===== config.mk =====
export PLATFORM = sky130hd
export DESIGN_NAME = regression_seq_flat
export DESIGN_NICKNAME = d
export VERILOG_FILES = /design/src/rtl/regression_seq_if.sv /design/src/rtl/regression_seq.sv /design/src/flat_wrapper.sv
export SDC_FILE = /design/constraint.sdc
export NUM_CORES = 1
export LEC_CHECK = 0
export CAP_MARGIN = 30
export CELL_PAD_IN_SITES_DETAIL_PLACEMENT = 1
export CELL_PAD_IN_SITES_GLOBAL_PLACEMENT = 2
export CORE_MARGIN = 1.5
export CORE_UTILIZATION = 37
export CTS_CLUSTER_DIAMETER = 80
export CTS_CLUSTER_SIZE = 8
export DETAILED_ROUTE_END_ITERATION = 6
export PLACE_DENSITY = 0.85
export SLEW_MARGIN = 20
export SYNTH_ARGS = -nofsm -noshare
export SYNTH_HDL_FRONTEND = slang
export SYNTH_SLANG_ARGS = --single-unit
export TNS_END_PERCENT = 20

===== constraint.sdc =====
create_clock -name clk -period 9.9 [get_ports clk]
set_input_delay 1.98 -clock clk [delete_from_list [all_inputs] [get_ports clk]]
set_output_delay 1.98 -clock clk [all_outputs]
set_load 0.02 [all_outputs]

===== src/rtl/regression_seq_if.sv =====
`default_nettype none
// ============================================================================
// Module      : regression_seq_if
// Description : Handshake and operand bundle for regression_seq.
//               The master side is the feature/coefficient source together
//               with the result consumer. The slave side is the controller.
//               Source side : start/in_ready, clear, c0, cin, coef, feat.
//               Result side : y, y_valid/y_ready, ovf, busy.
// Revision    : 1.0  initial release
// ============================================================================
interface regression_seq_if #(
    parameter int N_FEAT = 3,
    parameter int FW     = 16,
    parameter int AW     = 32
);
    logic                   start;
    logic                   in_ready;
    logic                   clear;
    logic [AW-1:0]          c0;
    logic                   cin;
    logic [N_FEAT*FW-1:0]   coef;
    logic [N_FEAT*FW-1:0]   feat;
    logic [AW-1:0]          y;
    logic                   y_valid;
    logic                   y_ready;
    logic                   ovf;
    logic                   busy;

    modport master (
        output start, clear, c0, cin, coef, feat, y_ready,
        input  in_ready, y, y_valid, ovf, busy
    );

    modport slave (
        input  start, clear, c0, cin, coef, feat, y_ready,
        output in_ready, y, y_valid, ovf, busy
    );
endinterface
`default_nettype wire


===== src/rtl/regression_seq.sv =====
`default_nettype none
// ============================================================================
// Module      : regression_seq
// Description : Time-multiplexed linear regression y = c0 + cin + sum(c*f).
//               The block has one shared FWxFW multiplier and one AW-bit
//               adder, and it performs one MAC per clock.
//               Ports:
//                 clk   - rising-edge clock
//                 rst_n - asynchronous active-low reset
//                 bus   - regression_seq_if.slave (operand source handshake,
//                         result handshake, clear, ovf, busy)
// Revision    : 1.0  initial release
// ============================================================================
module regression_seq #(
    parameter int N_FEAT = 3,
    parameter int FW     = 16,
    parameter int AW     = 32
) (
    input  wire logic          clk,
    input  wire logic          rst_n,
    regression_seq_if.slave    bus
);

    localparam int                IDXW     = (N_FEAT > 1) ? $clog2(N_FEAT) : 1;
    localparam logic [IDXW-1:0]   LAST_IDX = IDXW'(N_FEAT - 1);

    typedef enum logic [1:0] {
        S_IDLE = 2'd0,
        S_MAC  = 2'd1,
        S_DONE = 2'd2
    } state_t;

    state_t                 state_q, state_d;
    logic [AW-1:0]          acc_q, acc_d;
    logic [IDXW-1:0]        idx_q, idx_d;
    logic [N_FEAT*FW-1:0]   coef_q, coef_d;
    logic [N_FEAT*FW-1:0]   feat_q, feat_d;
    logic                   ovfr_q, ovfr_d;
    logic [AW-1:0]          y_q, y_d;
    logic                   ovf_q, ovf_d;
    logic                   yvalid_q, yvalid_d;

    logic [FW-1:0]          w_c;
    logic [FW-1:0]          w_f;
    logic [2*FW-1:0]        w_mul;
    logic [AW-1:0]          w_prod;
    logic [AW-1:0]          w_add_a;
    logic [AW-1:0]          w_add_b;
    logic [AW:0]            w_sum;

    // Operand select for the current MAC step.
    always_comb begin
        w_c = '0;
        w_f = '0;
        for (int i = 0; i < N_FEAT; i++) begin
            if (idx_q == IDXW'(i)) begin
                w_c = coef_q[i*FW +: FW];
                w_f = feat_q[i*FW +: FW];
            end
        end
    end

    assign w_mul  = {{FW{1'b0}}, w_c} * {{FW{1'b0}}, w_f};
    assign w_prod = AW'(w_mul);

    // The single adder does double duty. In IDLE it forms c0 + cin for the
    // accept edge. Otherwise it forms acc + product. Bit AW is the carry-out.
    always_comb begin
        if (state_q == S_IDLE) begin
            w_add_a = bus.c0;
            w_add_b = AW'(bus.cin);
        end else begin
            w_add_a = acc_q;
            w_add_b = w_prod;
        end
    end

    assign w_sum = {1'b0, w_add_a} + {1'b0, w_add_b};

    // Next-state and datapath control.
    always_comb begin
        state_d  = state_q;
        acc_d    = acc_q;
        idx_d    = idx_q;
        coef_d   = coef_q;
        feat_d   = feat_q;
        ovfr_d   = ovfr_q;
        y_d      = y_q;
        ovf_d    = ovf_q;
        yvalid_d = yvalid_q;

        if (bus.clear) begin
            // Abort wins over everything. The last delivered y/ovf stay visible.
            state_d  = S_IDLE;
            yvalid_d = 1'b0;
            acc_d    = '0;
            idx_d    = '0;
            ovfr_d   = 1'b0;
        end else begin
            case (state_q)
                S_IDLE: begin
                    if (bus.start) begin
                        coef_d  = bus.coef;
                        feat_d  = bus.feat;
                        acc_d   = w_sum[AW-1:0];
                        ovfr_d  = w_sum[AW];
                        idx_d   = '0;
                        state_d = S_MAC;
                    end
                end
                S_MAC: begin
                    acc_d  = w_sum[AW-1:0];
                    ovfr_d = ovfr_q | w_sum[AW];
                    if (idx_q == LAST_IDX) begin
                        idx_d    = '0;
                        y_d      = w_sum[AW-1:0];
                        ovf_d    = ovfr_q | w_sum[AW];
                        yvalid_d = 1'b1;
                        state_d  = S_DONE;
                    end else begin
                        idx_d = idx_q + IDXW'(1);
                    end
                end
                S_DONE: begin
                    if (bus.y_ready) begin
                        yvalid_d = 1'b0;
                        state_d  = S_IDLE;
                    end
                end
                default: begin
                    state_d  = S_IDLE;
                    yvalid_d = 1'b0;
                end
            endcase
        end
    end

    always_ff @(posedge clk or negedge rst_n) begin
        if (!rst_n) begin
            state_q  <= S_IDLE;
            acc_q    <= '0;
            idx_q    <= '0;
            coef_q   <= '0;
            feat_q   <= '0;
            ovfr_q   <= 1'b0;
            y_q      <= '0;
            ovf_q    <= 1'b0;
            yvalid_q <= 1'b0;
        end else begin
            state_q  <= state_d;
            acc_q    <= acc_d;
            idx_q    <= idx_d;
            coef_q   <= coef_d;
            feat_q   <= feat_d;
            ovfr_q   <= ovfr_d;
            y_q      <= y_d;
            ovf_q    <= ovf_d;
            yvalid_q <= yvalid_d;
        end
    end

    assign bus.in_ready = (state_q == S_IDLE);
    assign bus.busy     = (state_q != S_IDLE);
    assign bus.y        = y_q;
    assign bus.ovf      = ovf_q;
    assign bus.y_valid  = yvalid_q;

endmodule
`default_nettype wire

===== src/flat_wrapper.sv =====
// flat-port wrapper written by rule: the top's interface ports become plain ports
module regression_seq_flat 
#(
    parameter int N_FEAT = 3,
    parameter int FW     = 16,
    parameter int AW     = 32
)
  (clk, rst_n, bus_start, bus_clear, bus_c0, bus_cin, bus_coef, bus_feat, bus_y_ready, bus_in_ready, bus_y, bus_y_valid, bus_ovf, bus_busy);
  regression_seq_if #(.N_FEAT(N_FEAT), .FW(FW), .AW(AW)) bus_i ();
  input  wire logic clk;
  input  wire logic rst_n;
  input wire logic [$bits(bus_i.start)-1:0] bus_start;
  input wire logic [$bits(bus_i.clear)-1:0] bus_clear;
  input wire logic [$bits(bus_i.c0)-1:0] bus_c0;
  input wire logic [$bits(bus_i.cin)-1:0] bus_cin;
  input wire logic [$bits(bus_i.coef)-1:0] bus_coef;
  input wire logic [$bits(bus_i.feat)-1:0] bus_feat;
  input wire logic [$bits(bus_i.y_ready)-1:0] bus_y_ready;
  output wire logic [$bits(bus_i.in_ready)-1:0] bus_in_ready;
  output wire logic [$bits(bus_i.y)-1:0] bus_y;
  output wire logic [$bits(bus_i.y_valid)-1:0] bus_y_valid;
  output wire logic [$bits(bus_i.ovf)-1:0] bus_ovf;
  output wire logic [$bits(bus_i.busy)-1:0] bus_busy;
  assign bus_i.start = bus_start;
  assign bus_i.clear = bus_clear;
  assign bus_i.c0 = bus_c0;
  assign bus_i.cin = bus_cin;
  assign bus_i.coef = bus_coef;
  assign bus_i.feat = bus_feat;
  assign bus_i.y_ready = bus_y_ready;
  assign bus_in_ready = bus_i.in_ready;
  assign bus_y = bus_i.y;
  assign bus_y_valid = bus_i.y_valid;
  assign bus_ovf = bus_i.ovf;
  assign bus_busy = bus_i.busy;
  regression_seq #(.N_FEAT(N_FEAT), .FW(FW), .AW(AW)) u_core (.clk(clk), .rst_n(rst_n), .bus(bus_i));
endmodule

==> results of run 1 <==
## flip-flops by register name, summed over array words and instances, names as in the netlist
| register | flops |
|---|---|
| u_core.acc_q | 32 |
| u_core.state_q | 2 |
| u_core.ovfr_q | 1 |
| u_core.bus.ovf | 1 |
| u_core.idx_q | 2 |
| u_core.bus.y_valid | 1 |
| u_core.coef_q | 48 |
| u_core.bus.y | 32 |
| u_core.feat_q | 48 |
## worst min-delay path: cells and delay by family, from the launching register on
kind,cells,cell delay [ps]
flops,1,340
simple gates,2,110
## layout make-up
cell class	count	area share (%)
well taps	615	3.676
clock buffers	18	2.098
clock inverters	14	0.9983
flip-flops and latches	167	19.97
inverters	245	4.394
repair buffers	214	9.834
multi-input cells	1517	59.03
## worst max path at each step
stage / from / endpoint / slack, ps
floorplan: u_core.idx_q[0]$_DFFE_PN0P_ / u_core.acc_q[23]$_DFFE_PN0P_ / 1260
global placement: u_core.idx_q[0]$_DFFE_PN0P_ / u_core.bus.y[30]$_DFFE_PN0P_ / 700
detailed placement: u_core.idx_q[0]$_DFFE_PN0P_ / u_core.acc_q[23]$_DFFE_PN0P_ / 620
CTS: u_core.idx_q[0]$_DFFE_PN0P_ / u_core.acc_q[23]$_DFFE_PN0P_ / 530
global route: u_core.idx_q[0]$_DFFE_PN0P_ / u_core.bus.y[30]$_DFFE_PN0P_ / 9
finish: u_core.idx_q[0]$_DFFE_PN0P_ / u_core.bus.y[30]$_DFFE_PN0P_ / 530
## stage by stage
stage | cells | hold slack, ps | area (sq um) | util [%]
floorplan | 2014 | 448.4 | 17750 | -
global placement | 2754 | 462.4 | 20220 | 42.53
detailed placement | 2756 | 462.5 | 20260 | 42.61
CTS | 2788 | 487.7 | 20910 | 43.97
global route | 2790 | 506.3 | 20930 | 44.02
finish | 2790 | 481.4 | 20930 | 44.02
## cells by family after synthesis
logic type / after synthesis / share of synthesized area, %
muxes: 131 / 8.084
AOI/OAI and AO/OA: 309 / 11.14
xor gates and xnor gates: 51 / 2.516
adders and majority gates: 331 / 31.57
buffers and inverters: 330 / 7.020
DFF: 167 / 23.54
and+or+nand+nor: 695 / 16.13
## metal layers
layer  GRT usage (%)  up-vias
met2           40.96      366
met4           8.065        0
met1           31.58     7430
met3           3.658       82
li1                -     6814
met5               0        -
## cell usage in the layout, fill, tap and decap left out, types with 3 or more instances in the layout
master	count
dfrtp_1	166
xnor2_1	36
a211oi_1	14
ha_1	136
mux2_2	99
nor2b_1	10
nand4_1	9
and2_1	13
a21oi_1	86
a211o_1	5
or3_1	5
o211ai_1	6
inv_6	6
or4_1	3
nand2_1	403
or2_2	5
o21ai_1	18
bufinv_16	4
clkbuf_16	17
a22o_1	3
a31oi_1	11
nand2b_1	15
a21o_1	41
fa_1	195
and3_1	7
nand3_1	16
inv_1	244
o21a_1	28
o21ai_0	50
o31ai_1	5
o21bai_1	12
buf_4	43
a221oi_1	3
nor3_1	13
a2111oi_0	5
mux2i_1	32
xor2_1	15
clkdlybuf4s50_1	167
nor2_1	183
==> reports/metrics.yaml, run 1 <==
fin_nets: 2627
syn_avg_cell_area_sq_um: 8.815
drive_above_1_share_pct: 9.011
async_flop_share_pct: 100.0
wl_met3_um: 2552
core_area_sq_mm: 0.04755
antenna_cells: 0
grt_use_total_pct: 24.20
rrSetupSlack_ps: 530
worstSetupPathType: "flop to flop"
start_util_pct: 37.34
crit_top_cell: "fa_1"
num_vias: 14690
worstSetupPathDepth: 28
synth.most_common_cell: "nand2_1"
met2_length_um: 28390
grt_max_degree: 66
clock_latency_ps: 480
post_drt_wl_per_cell_um: 20.66
fin_worst_skew_ps: 12.86
die_x_um: 222.0
grt_pass1_vias: 16320
crit_buf_inv: 5
worst_path_max_delay_cell: "dfrtp_2"
cts-root-buf: "clkbuf_16"
finalMaxSlewViolations: 0
final.setup.tns_ps: 0
multi_input_area_sq_mm: 0.01235
worstMarginPinSlew_ps: 1053
yosys.area.top_type: "dfrtp_1"
highest_layer: "met4"
rows: 80
grt_pass1_wl_um: 92470
first_pass_iters: 5
rsz0062_at_grt: "false"
rr_worst_depth: 28
cp.required_ps: 10260
yosysTopAreaCellShare_pct: 23.54
drtIter0Drc: 857
ant_nets: 0
cts_tree: "built"
ys_seq_area_share_pct: 23.54
cts.reportedPaths.clkPinSlew_ps: 70
ys.flop_type: "dfrtp_1"
ios: 170
die_h_um: 222.0
cap_viol_max_count: 0
worst_slack_ps: 525.4
totalWireLength_um: 57640
place_ws_ps: 616.8
final.min_clock_period_ps: 9375
cts_buffer_depth: 2
hold_viol_final: 0
seqCellArea_sq_mm: 0.004180
area_growth_pct: 17.89
fin_crit_sh_pct: 94.69
synth_commonest_cells: "nand2_1 (403), inv_1 (244), fa_1 (195)"
outcome: "finished clean"
hp-start: "u_core.bus.y[6]$_DFFE_PN0P_"
numPortBuffers: 169
grt_remaining_overflow: 0
post_cts_resized: 0
cts_sinks: 167
cts-buffers-inserted: 17
cp.arrival_ps: 9740
path_max_fanout: 16
ys_ff_latch: 167
worst_r2r_endpoint: "u_core.bus.y[30]$_DFFE_PN0P_"
whs_path_depth: 2
critPathLaunchType: "flop"
synth_fp_nets: 2479
drc: 0
antenna_found_initial: 0
reg2reg_from: "u_core.idx_q[0]$_DFFE_PN0P_"
yosysWarnings: 0
syn_area_sq_mm: 0.01775
slowest_delay_ps: 640
cts.htree.levels: 4
setup_viol: 0
m1WireLength_um: 25060
routabilityCongestion: 0.9388
relSlewSlack_pct: 29.35
final.fill_count: 5533
postCtsHoldBufs: 0
end_kind: "flop"
via_per_inst: 5.266
dieArea_sq_mm: 0.04930
crit_family: "adder cells"
synthDistinctLibCells: 61
postCtsSetupBuffers: 0
synthTopCellsByArea: "dfrtp_1 (24%), fa_1 (22%), ha_1 (9.6%)"
worstHoldEndpoint: "u_core.bus.y[6]$_DFFE_PN0P_"
fmax_ghz: 0.1067
synth_edf_count: 0
hp-class: "flop to flop"
synthCells: 2014
hpwl_um: 45630
Power of run 1 is left out: the tool's default activity adds up to more than one toggle a clock period on the data nets, which glitch-free logic cannot reach.
==> run 2: changes to the inputs <==
CORE_MARGIN = 2   (was 1.5)
==> run 2 against run 1 <==
- die area is 0.90% higher
- fmax about the same
- count of clock-buffer cells in the layout did not move
- critical path depth decreased by 1
==> reports/metrics.yaml, run 2 (synthesis results as in run 1) <==
cts.reportedPaths.clkPinSlew_ps: 70
finalMaxSlewViolations: 0
cap_viol_max_count: 0
final_common_cell: "nand2_1"
fin_worst_skew_ps: 13.72
cts-root-buf: "clkbuf_16"
path_max_fanout: 14
fin_nets: 2632
grt_pass1_wl_um: 94030
postCtsSetupBuffers: 0
grt_max_degree: 59
final.setup.tns_ps: 0
totalWireLength_um: 58030
worst_r2r_endpoint: "u_core.bus.y[30]$_DFFE_PN0P_"
ant_nets: 0
end_kind: "flop"
relSlewSlack_pct: 39.67
start_util_pct: 37.34
crit_top_cell: "fa_1"
critPathLaunchType: "flop"
final.fill_count: 5565
hp-start: "u_core.bus.y[10]$_DFFE_PN0P_"
ios: 170
whs_path_depth: 2
grt_remaining_overflow: 0
worstMarginPinSlew_ps: 898.9
rrSetupSlack_ps: 530
cp.arrival_ps: 9730
dieArea_sq_mm: 0.04975
first_pass_iters: 6
routabilityCongestion: 0.9356
post_drt_wl_per_cell_um: 20.76
final.min_clock_period_ps: 9373
post_cts_resized: 0
cts-buffers-inserted: 17
rr_worst_depth: 27
numPortBuffers: 169
rows: 80
drtIter0Drc: 829
antenna_found_initial: 0
clock_latency_ps: 480
via_per_inst: 5.302
cts_sinks: 167
fin_crit_sh_pct: 94.68
cts_buffer_depth: 2
worstSetupPathType: "flop to flop"
finalInstanceArea_sq_mm: 0.02086
top_regs: "u_core.coef_q x48, u_core.feat_q x48"
layout_common_cells: "nand2_1 (403), inv_1 (244), fa_1 (195)"
setup_viol: 0
antenna_cells: 0
area_growth_pct: 17.50
slowest_delay_ps: 670
hold_viol_final: 0
fin_util_pct: 43.87
reg2reg_from: "u_core.idx_q[1]$_DFFE_PN0P_"
grt_pass1_vias: 16500
cp.required_ps: 10260
worstHoldEndpoint: "u_core.bus.y[10]$_DFFE_PN0P_"
drive_above_1_share_pct: 9.174
core_area_sq_mm: 0.04755
cts_tree: "built"
crit_start: "u_core.idx_q[1]$_DFFE_PN0P_"
grt_use_total_pct: 24.36
num_vias: 14820
seqCellArea_sq_mm: 0.004180
fmax_ghz: 0.1067
die_h_um: 223.0
postCtsHoldBufs: 0
hpwl_um: 47370
cts.htree.levels: 4
drc: 0
multi_input_area_sq_mm: 0.01235
hp-class: "flop to flop"
outcome: "finished clean"
worst_path_max_delay_cell: "dfrtp_1"
dpl-instance-area_sq_mm: 0.02030
die_x_um: 223.0
rsz0062_at_grt: "false"
==> run 2: cell count changes in the layout (fill, tap and decap cells not counted), sizes merged <==
| cell | delta |
|---|---|
| clkinvlp | +2 |
| inv | +2 |
| bufinv | -4 |
| buf | +5 |
==> run 2: stage by stage <==
| step | setup WS, ps | hold WS (ps) | cells |
|---|---|---|---|
| after floorplan | 1260 | 448.4 | 2014 |
| after global placement | 645.0 | 461.7 | 2761 |
| after detailed placement | 469.2 | 462.0 | 2763 |
| after CTS | 407.7 | 492.1 | 2795 |
| after global routing | 6.432 | 511.6 | 2795 |
| final | 526.5 | 481.5 | 2795 |
==> run 2: final cells by class <==
cell class	count	share of cell area [%]
multi-input combinational	1517	59.19
sequential	167	20.04
timing repair buffer	219	9.987
inverter	245	4.409
tap	615	3.689
clock buffer	18	2.057
clock inverter	14	0.6298
==> run 2: critical path: cells and delay by family, from the launching register on <==
| family | cells | cell delay (ps) |
|---|---|---|
| AOI/OAI and AO/OA | 8 | 2750 |
| xor gates and xnor gates | 1 | 190 |
| adders and majority gates | 8 | 3860 |
| buffers and inverters | 4 | 410 |
| DFF | 1 | 670 |
| muxes | 1 | 290 |
| and+or+nand+nor | 5 | 1050 |
==> run 2: how the worst max path moves through the flow <==
stage | to | slack (ps) | cells past startpoint
final | u_core.bus.y[30]$_DFFE_PN0P_ | 530 | 27
after global routing | u_core.bus.y[30]$_DFFE_PN0P_ | 6 | 30
after CTS | u_core.bus.y[30]$_DFFE_PN0P_ | 410 | 28
after detailed placement | u_core.bus.y[30]$_DFFE_PN0P_ | 470 | 28
after global placement | u_core.bus.y[30]$_DFFE_PN0P_ | 640 | 28
after floorplan | u_core.acc_q[23]$_DFFE_PN0P_ | 1260 | 34
==> run 2: per-layer routing <==
layer  share of wire, %  global-route usage [%]  vias to the layer above
li1                   -                       -                     6818
met1                 45                   32.25                     7694
met2                 50                   41.97                      241
met3                2.6                   2.726                       65
met4                2.1                   7.296                        0
met5                  0                       0                        -
Power of run 2 is left out for the same reason.
